File: src/rtl/vga_pkg.sv
// Shared VGA timing constants and elaboration helpers used by the timing generator.
package vga_pkg;
  localparam int SYNC_ACTIVE_LOW  = 0;
  localparam int SYNC_ACTIVE_HIGH = 1;

  // 640x480 @ 60 Hz default timing set
  localparam int VGA_H_VISIBLE = 640;
  localparam int VGA_H_FRONT   = 16;
  localparam int VGA_H_SYNC    = 96;
  localparam int VGA_H_BACK    = 48;
  localparam int VGA_V_VISIBLE = 480;
  localparam int VGA_V_FRONT   = 10;
  localparam int VGA_V_SYNC    = 2;
  localparam int VGA_V_BACK    = 33;

  function automatic int axis_total(input int visible, input int front,
                                    input int sync, input int back);
    return visible + front + sync + back;
  endfunction

  function automatic int count_width(input int total);
    return (total < 2) ? 1 : $clog2(total);
  endfunction
endpackage

File: src/rtl/vga_timing_gen_if.sv
// Pixel clock-enable in, registered timing outputs back to the game and VGA output stage.
interface vga_timing_gen_if
  import vga_pkg::*;
#(
  parameter int X_W     = count_width(axis_total(VGA_H_VISIBLE, VGA_H_FRONT, VGA_H_SYNC, VGA_H_BACK)),
  parameter int Y_W     = count_width(axis_total(VGA_V_VISIBLE, VGA_V_FRONT, VGA_V_SYNC, VGA_V_BACK)),
  parameter int FRAME_W = 8
);
  // No handshake: ce qualifies every clock; outputs are levels except the one-clock start pulses.
  logic               ce;
  logic               hsync;
  logic               vsync;
  logic               blank_n;
  logic               visible;
  logic               pre_visible;
  logic [X_W-1:0]     x;
  logic [Y_W-1:0]     y;
  logic               line_start;
  logic               frame_start;
  logic [FRAME_W-1:0] frame_count;

  modport master (input ce, output hsync, vsync, blank_n, visible, pre_visible,
                  x, y, line_start, frame_start, frame_count);
  modport slave  (output ce, input hsync, vsync, blank_n, visible, pre_visible,
                  x, y, line_start, frame_start, frame_count);
endinterface

File: src/rtl/vga_axis_counter.sv
// One timing axis: wrap counter with enable, plus region decode of the position it moves to.
module vga_axis_counter
  import vga_pkg::*;
#(
  parameter int VISIBLE = VGA_H_VISIBLE,
  parameter int FRONT   = VGA_H_FRONT,
  parameter int SYNC    = VGA_H_SYNC,
  parameter int BACK    = VGA_H_BACK,
  parameter int AHEAD   = 0,
  parameter int W       = count_width(axis_total(VISIBLE, FRONT, SYNC, BACK))
) (
  input  logic         clock,
  input  logic         reset_n,
  input  logic         i_en,
  output logic [W-1:0] o_next,
  output logic         o_wrap,
  output logic         o_vis_next,
  output logic         o_sync_next,
  output logic         o_vis_ahead,
  output logic         o_ahead_wrapped
);
  localparam int           TOTAL = axis_total(VISIBLE, FRONT, SYNC, BACK);
  localparam logic [W-1:0] LAST  = W'(TOTAL - 1);

  logic [W-1:0] r_count;
  logic         w_at_last;
  int           w_next_i;
  int           w_ahead_i;

  assign w_at_last = (r_count == LAST);
  assign o_wrap    = i_en && w_at_last;

  always_comb begin
    o_next = r_count;
    if (i_en) o_next = w_at_last ? '0 : r_count + W'(1);
  end

  // AHEAD never exceeds the blanking length, so the lookahead wraps at most once.
  always_comb begin
    w_next_i        = int'(o_next);
    w_ahead_i       = w_next_i + AHEAD;
    o_ahead_wrapped = 1'b0;
    if (w_ahead_i >= TOTAL) begin
      w_ahead_i       = w_ahead_i - TOTAL;
      o_ahead_wrapped = 1'b1;
    end
    o_vis_next  = (w_next_i < VISIBLE);
    o_sync_next = (w_next_i >= VISIBLE + FRONT) && (w_next_i < VISIBLE + FRONT + SYNC);
    o_vis_ahead = (w_ahead_i < VISIBLE);
  end

  always_ff @(posedge clock or negedge reset_n) begin
    if (!reset_n) r_count <= LAST;
    else          r_count <= o_next;
  end
endmodule

File: src/rtl/vga_timing_gen.sv
// Parametrised VGA timing generator on a single clock with pixel clock-enable; all outputs registered.
module vga_timing_gen
  import vga_pkg::*;
#(
  parameter int H_VISIBLE = VGA_H_VISIBLE,
  parameter int H_FRONT   = VGA_H_FRONT,
  parameter int H_SYNC    = VGA_H_SYNC,
  parameter int H_BACK    = VGA_H_BACK,
  parameter int V_VISIBLE = VGA_V_VISIBLE,
  parameter int V_FRONT   = VGA_V_FRONT,
  parameter int V_SYNC    = VGA_V_SYNC,
  parameter int V_BACK    = VGA_V_BACK,
  parameter int HSYNC_POL = SYNC_ACTIVE_LOW,
  parameter int VSYNC_POL = SYNC_ACTIVE_LOW,
  parameter int LOOKAHEAD = 2,
  parameter int FRAME_W   = 8
) (
  input logic              clock,
  input logic              reset_n,
  vga_timing_gen_if.master bus
);
  localparam int   H_TOTAL = axis_total(H_VISIBLE, H_FRONT, H_SYNC, H_BACK);
  localparam int   V_TOTAL = axis_total(V_VISIBLE, V_FRONT, V_SYNC, V_BACK);
  localparam int   X_W     = count_width(H_TOTAL);
  localparam int   Y_W     = count_width(V_TOTAL);
  localparam logic HS_ACT  = (HSYNC_POL != 0);
  localparam logic VS_ACT  = (VSYNC_POL != 0);

  if (H_VISIBLE < 1 || H_FRONT < 1 || H_SYNC < 1 || H_BACK < 1 ||
      V_VISIBLE < 1 || V_FRONT < 1 || V_SYNC < 1 || V_BACK < 1 || FRAME_W < 1 ||
      LOOKAHEAD < 0 || LOOKAHEAD > H_TOTAL - H_VISIBLE) begin : g_bad_params
    $error("vga_timing_gen: illegal timing parameters");
  end

  logic [X_W-1:0]     w_h_next;
  logic [Y_W-1:0]     w_v_next;
  logic               w_h_wrap, w_h_vis, w_h_sync, w_h_vis_ahead, w_h_ahead_wrap;
  logic               w_v_wrap, w_v_vis, w_v_sync, w_v_vis_next_line, w_v_unused_wrap;

  logic               r_hsync, r_vsync, r_visible, r_pre_visible;
  logic [X_W-1:0]     r_x;
  logic [Y_W-1:0]     r_y;
  logic               r_line_start, r_frame_start, r_first;
  logic [FRAME_W-1:0] r_frame_count;

  vga_axis_counter #(
    .VISIBLE(H_VISIBLE), .FRONT(H_FRONT), .SYNC(H_SYNC), .BACK(H_BACK),
    .AHEAD(LOOKAHEAD), .W(X_W)
  ) u_h (
    .clock(clock), .reset_n(reset_n), .i_en(bus.ce),
    .o_next(w_h_next), .o_wrap(w_h_wrap), .o_vis_next(w_h_vis), .o_sync_next(w_h_sync),
    .o_vis_ahead(w_h_vis_ahead), .o_ahead_wrapped(w_h_ahead_wrap)
  );

  // The vertical lookahead of one line serves pre_visible when the pixel lead crosses a line end.
  vga_axis_counter #(
    .VISIBLE(V_VISIBLE), .FRONT(V_FRONT), .SYNC(V_SYNC), .BACK(V_BACK),
    .AHEAD(1), .W(Y_W)
  ) u_v (
    .clock(clock), .reset_n(reset_n), .i_en(w_h_wrap),
    .o_next(w_v_next), .o_wrap(w_v_wrap), .o_vis_next(w_v_vis), .o_sync_next(w_v_sync),
    .o_vis_ahead(w_v_vis_next_line), .o_ahead_wrapped(w_v_unused_wrap)
  );

  always_ff @(posedge clock or negedge reset_n) begin
    if (!reset_n) begin
      r_hsync       <= ~HS_ACT;
      r_vsync       <= ~VS_ACT;
      r_visible     <= 1'b0;
      r_pre_visible <= 1'b0;
      r_x           <= '0;
      r_y           <= '0;
      r_line_start  <= 1'b0;
      r_frame_start <= 1'b0;
      r_first       <= 1'b1;
      r_frame_count <= '0;
    end else begin
      r_line_start  <= w_h_wrap;
      r_frame_start <= w_h_wrap && w_v_wrap;
      if (bus.ce) begin
        r_x           <= w_h_next;
        r_y           <= w_v_next;
        r_hsync       <= w_h_sync ? HS_ACT : ~HS_ACT;
        r_vsync       <= w_v_sync ? VS_ACT : ~VS_ACT;
        r_visible     <= w_h_vis && w_v_vis;
        r_pre_visible <= w_h_vis_ahead && (w_h_ahead_wrap ? w_v_vis_next_line : w_v_vis);
        r_first       <= 1'b0;
        // The wrap out of the reset position is the start of frame 0, not a completed frame.
        if (w_v_wrap && !r_first) r_frame_count <= r_frame_count + FRAME_W'(1);
      end
    end
  end

  assign bus.hsync       = r_hsync;
  assign bus.vsync       = r_vsync;
  assign bus.blank_n     = r_visible;
  assign bus.visible     = r_visible;
  assign bus.pre_visible = r_pre_visible;
  assign bus.x           = r_x;
  assign bus.y           = r_y;
  assign bus.line_start  = r_line_start;
  assign bus.frame_start = r_frame_start;
  assign bus.frame_count = r_frame_count;
endmodule
File: src/flat_wrapper.sv
// flat-port wrapper written by rule: the top's interface ports become plain ports
module vga_timing_gen_flat import vga_pkg::*;
#(
  parameter int H_VISIBLE = VGA_H_VISIBLE,
  parameter int H_FRONT   = VGA_H_FRONT,
  parameter int H_SYNC    = VGA_H_SYNC,
  parameter int H_BACK    = VGA_H_BACK,
  parameter int V_VISIBLE = VGA_V_VISIBLE,
  parameter int V_FRONT   = VGA_V_FRONT,
  parameter int V_SYNC    = VGA_V_SYNC,
  parameter int V_BACK    = VGA_V_BACK,
  parameter int HSYNC_POL = SYNC_ACTIVE_LOW,
  parameter int VSYNC_POL = SYNC_ACTIVE_LOW,
  parameter int LOOKAHEAD = 2,
  parameter int FRAME_W   = 8
)
  (clock, reset_n, bus_ce, bus_hsync, bus_vsync, bus_blank_n, bus_visible, bus_pre_visible, bus_x, bus_y, bus_line_start, bus_frame_start, bus_frame_count);
  vga_timing_gen_if #(.FRAME_W(FRAME_W)) bus_i ();
  input logic clock;
  input logic reset_n;
  input wire logic [$bits(bus_i.ce)-1:0] bus_ce;
  output wire logic [$bits(bus_i.hsync)-1:0] bus_hsync;
  output wire logic [$bits(bus_i.vsync)-1:0] bus_vsync;
  output wire logic [$bits(bus_i.blank_n)-1:0] bus_blank_n;
  output wire logic [$bits(bus_i.visible)-1:0] bus_visible;
  output wire logic [$bits(bus_i.pre_visible)-1:0] bus_pre_visible;
  output wire logic [$bits(bus_i.x)-1:0] bus_x;
  output wire logic [$bits(bus_i.y)-1:0] bus_y;
  output wire logic [$bits(bus_i.line_start)-1:0] bus_line_start;
  output wire logic [$bits(bus_i.frame_start)-1:0] bus_frame_start;
  output wire logic [$bits(bus_i.frame_count)-1:0] bus_frame_count;
  assign bus_i.ce = bus_ce;
  assign bus_hsync = bus_i.hsync;
  assign bus_vsync = bus_i.vsync;
  assign bus_blank_n = bus_i.blank_n;
  assign bus_visible = bus_i.visible;
  assign bus_pre_visible = bus_i.pre_visible;
  assign bus_x = bus_i.x;
  assign bus_y = bus_i.y;
  assign bus_line_start = bus_i.line_start;
  assign bus_frame_start = bus_i.frame_start;
  assign bus_frame_count = bus_i.frame_count;
  vga_timing_gen #(.H_VISIBLE(H_VISIBLE), .H_FRONT(H_FRONT), .H_SYNC(H_SYNC), .H_BACK(H_BACK), .V_VISIBLE(V_VISIBLE), .V_FRONT(V_FRONT), .V_SYNC(V_SYNC), .V_BACK(V_BACK), .HSYNC_POL(HSYNC_POL), .VSYNC_POL(VSYNC_POL), .LOOKAHEAD(LOOKAHEAD), .FRAME_W(FRAME_W)) u_core (.clock(clock), .reset_n(reset_n), .bus(bus_i));
endmodule
File: config.mk
export PLATFORM = sky130hd
export DESIGN_NAME = vga_timing_gen_flat
export DESIGN_NICKNAME = d
export VERILOG_FILES = /design/src/rtl/vga_pkg.sv /design/src/rtl/vga_timing_gen_if.sv /design/src/rtl/vga_axis_counter.sv /design/src/rtl/vga_timing_gen.sv /design/src/flat_wrapper.sv
export SDC_FILE = /design/constraint.sdc
export NUM_CORES = 1
export LEC_CHECK = 0
export ABC_AREA = 1
export BUFFER_PORTS_ARGS = -buffer_cell sky130_fd_sc_hd__clkbuf_2
export CORE_MARGIN = 5
export CORE_UTILIZATION = 64
export CTS_CLUSTER_DIAMETER = 60
export CTS_CLUSTER_SIZE = 20
export DETAILED_ROUTE_END_ITERATION = 8
export PLACE_DENSITY = 0.91
export SYNTH_ARGS = -nofsm -noshare
export SYNTH_HDL_FRONTEND = slang
export SYNTH_HIERARCHICAL = 1
export SYNTH_SLANG_ARGS = --single-unit
File: constraint.sdc
create_clock -name clock -period 6.7 [get_ports clock]
set_clock_uncertainty 0.1 [all_clocks]
set_input_delay 0.67 -clock clock [delete_from_list [all_inputs] [get_ports clock]]
set_output_delay 0.67 -clock clock [all_outputs]
set_load 0.01 [all_outputs]
==> impl_metrics.toml <==
[outcome]
status = "complete, no violations"

[sta]
final.period_utilization_pct = 63.5
timing_worst_slew_pin_value_ns = 0.742
postLayoutSetupSlackWorst_ns = 2.44
finalMaxSlewViolations = 0
normalized_max_slew_margin_pct = 50.5
timing.final.crit_period_ns = 4.26
finalHoldViolations = 0
timing.fmax_mhz = 235
hold_ws_ns = 0.367
setup_tns_ns = 0
rsz_0062_raised_after_global_routing = "no"
report.final.setup_viol = 0

[global_routing]
grt_start_max_net_pins = 56
grt_first_pass_wirelength_um = 14200
global_router_s_overall_resource_usage_pct = 24.0
globalRouteOverflowTotal = 0
grt_pass1_vias = 3219
antenna_found_initial = 0

[floorplan]
floorplan.die.width_um = 85.2
full_die_area_um2 = 7270
top_level_ports = 38
floorplan.die.height_um = 85.2
fp-row-count = 27
starting_density_of_the_core_pct = 65.8
fp.coreArea_um2 = 5510

[layout]
layout_common_cells = "171 x nand2_1, 53 x inv_1, 42 x dfrtp_1"
fin_nets = 532
postLayoutCellArea_um2 = 3940
insertedDiodeCount = 0
fillers = 424
multiInputGateArea_um2 = 1940
most_common_library_cell_in_the_layout_ignoring_fill_and_taps = "nand2_1"
layout-drive-gt1-share_pct = 26.3
final-seq-area_um2 = 1390
area_delta_synth_final_pct = 8.74

[placed_design]
hpwl_um = 6180
numPortBuffers = 37
gpl.final_weighted_congestion = 0.944
detailed_place.area_um2 = 3850
pre_cts_slack_ns = 2.15

[cts]
worstSkewPairLatency_ns = 0.32
clkTransAtPathRegs_ns = 0.10
cts_htree_levels = 2
cts_post_setup_buffers_inserted = 0
numClockSinks = 55
clock_tree_from_tritoncts = "yes"
cts_resized = 0
cts-hold-fix-buffers = 0
cts-buffers-inserted = 5
clockBufferDepth = 2
root_buffer = "clkbuf_8"

[logic_synthesis]
mappedNetlistNets = 495
post_synth_instance_area_um2 = 3620
synth_sequential_area_ratio_pct = 38.4
number_of_synthesized_register_bits = 55
postSynthAreaPerCell_um2 = 7.46
synth-warning-count = 6
cell_count_after_synthesis = 486
synth.distinct_cells = 34

[worst_setup_path]
critical_path_arrival_ns = 4.39
worstSetupEndpointType = "flop"
worstSetupPathType = "in -> reg"
required_ns = 6.83
critPathMaxFanout = 34
timing.critical_path.from_type = "input port"

[pwr]
power.density_nw_per_um2 = 219
static_leakage_nw = 2.09
power_mw = 0.864
power.ir.vdd_worst_mv = 0.137

[routing]
drt-total-wl_um = 8080
drc = 0
route.detailed.wl_per_inst_um = 13.6
dr_total_vias = 3247
routed_via_density = 5.45
detail_route.iter0.violations = 178
ant_nets_after_route = 0
number_of_detailed_route_iterations_in_the_first_pass = 5

[worst_hold_path]
min_path_type = "in -> async"

[flow_run]
max-cap-violations = 0
==> registers in the layout, indices dropped and copies added, names as in the netlist, 8 cells and up <==
register                count
u_core/bus.y               10
u_core/u_h/r_count         10
u_core/bus.frame_count      8
u_core/bus.x               10
u_core/u_v/r_count         10
==> final timing paths <==
| check | start | to | slack, ns | cells past startpoint |
|---|---|---|---|---|
| max | bus_ce | u_core/bus.pre_visible | 2.44 | 26 |
| min in group clock | u_core/bus.x[2] | u_core/bus.x[2] | 0.38 | 2 |
| min reg2reg | u_core/bus.x[2] | u_core/bus.x[2] | 0.38 | 2 |
| max reg2reg | u_core/u_h/r_count[0] | u_core/bus.pre_visible | 2.62 | 26 |
| max in group asynchronous | reset_n | u_core/bus.pre_visible | 5.69 | 2 |
| min | reset_n | u_core/bus.x[8] | 0.37 | 2 |
==> power breakdown <==
part | switching [mW] | internal (mW)
clock network | 0.110 | 0.0730
registers | 0.0442 | 0.395
logic | 0.162 | 0.0794
total | 0.317 | 0.547
==> area by class of cell <==
type / count / share of cell area (%)
Clock inverter: 3 / 0.508
Tap cell: 72 / 2.29
Inverter: 62 / 5.94
Timing Repair Buffer: 38 / 4.89
Multi-Input combinational cell: 361 / 49.3
Sequential cell: 55 / 35.3
Clock buffer: 5 / 1.75
==> cell families (layout without fill, tap and decap cells) <==
group	Yosys count	after routing	share of synthesized area (%)
AOI/OAI and AO/OA	19	19	3.49
buffers and inverters	70	108	7.98
DFF	55	55	38.4
xor gates and xnor gates	8	8	1.93
adders and majority gates	6	6	2.07
and+or+nand+nor	328	328	46.1
==> metrics by stage <==
| step | utilization, % | instances |
|---|---|---|
| CTS | 71.6 | 596 |
| finish | 71.6 | 596 |
| global route | 71.6 | 596 |
| detailed placement | 69.9 | 588 |
| floorplan | - | 486 |
| global placement | 69.9 | 588 |
==> cells in the mapped netlist <==
library cell  count  area share, %
o21ai_0           8            1.1
inv_1            53            5.5
buf_2             2           0.28
dfstp_2          13            9.4
xnor2_1           1           0.24
o211ai_1          1           0.21
o21ai_1           1           0.14
nand3_1          38            5.2
nor3_1            4           0.55
nor2_2           10            1.7
nor2_1           38            3.9
nor2_8            1           0.55
or2_2             1           0.17
nand3_4           4            1.9
clkinv_2          1           0.14
o21ai_2           2           0.48
nand2_4           3           0.93
a21oi_1           3           0.41
dfrtp_1          42             29
a21o_4            1           0.41
nor2_4           13            4.0
nand2_1         171             18
nor3_2            1           0.28
nor4_1            1           0.17
buf_4             6            1.2
nand4_2           1           0.35
nand3b_1          3           0.62
a21oi_2           3           0.73
nand2_2          19            3.3
ha_1              6            2.1
inv_2             8           0.83
nand3_2          11            3.0
nand4_1           9            1.6
xor2_1            7            1.7
==> layer usage <==
layer,vias up,track usage [%],part of all wire (%)
met4,0,10.5,2.4
met1,1529,29.6,42
met2,108,41.4,51
met5,-,0,0
met3,20,3.59,5.2
li1,1590,-,-
==> critical path: stages <==
cell	delay [ns]
clkbuf_2	0.56
nand3_2	0.18
nor2_2	0.15
nand3_2	0.15
inv_1	0.32
inv_1	0.09
nor2_1	0.17
nand2_1	0.07
nand2_1	0.17
ha_1	0.22
inv_1	0.14
nor2_8	0.18
nand3_2	0.11
nand2_2	0.10
nand2_4	0.07
nor2_4	0.19
nand3_4	0.13
nand3_4	0.12
nand2_1	0.08
nand2_1	0.07
nor2_1	0.05
nand2_1	0.05
nand2_1	0.04
nand2_1	0.06
nor2_1	0.04
o21ai_0	0.15
Note: power is estimated with default switching activity, not from simulation.
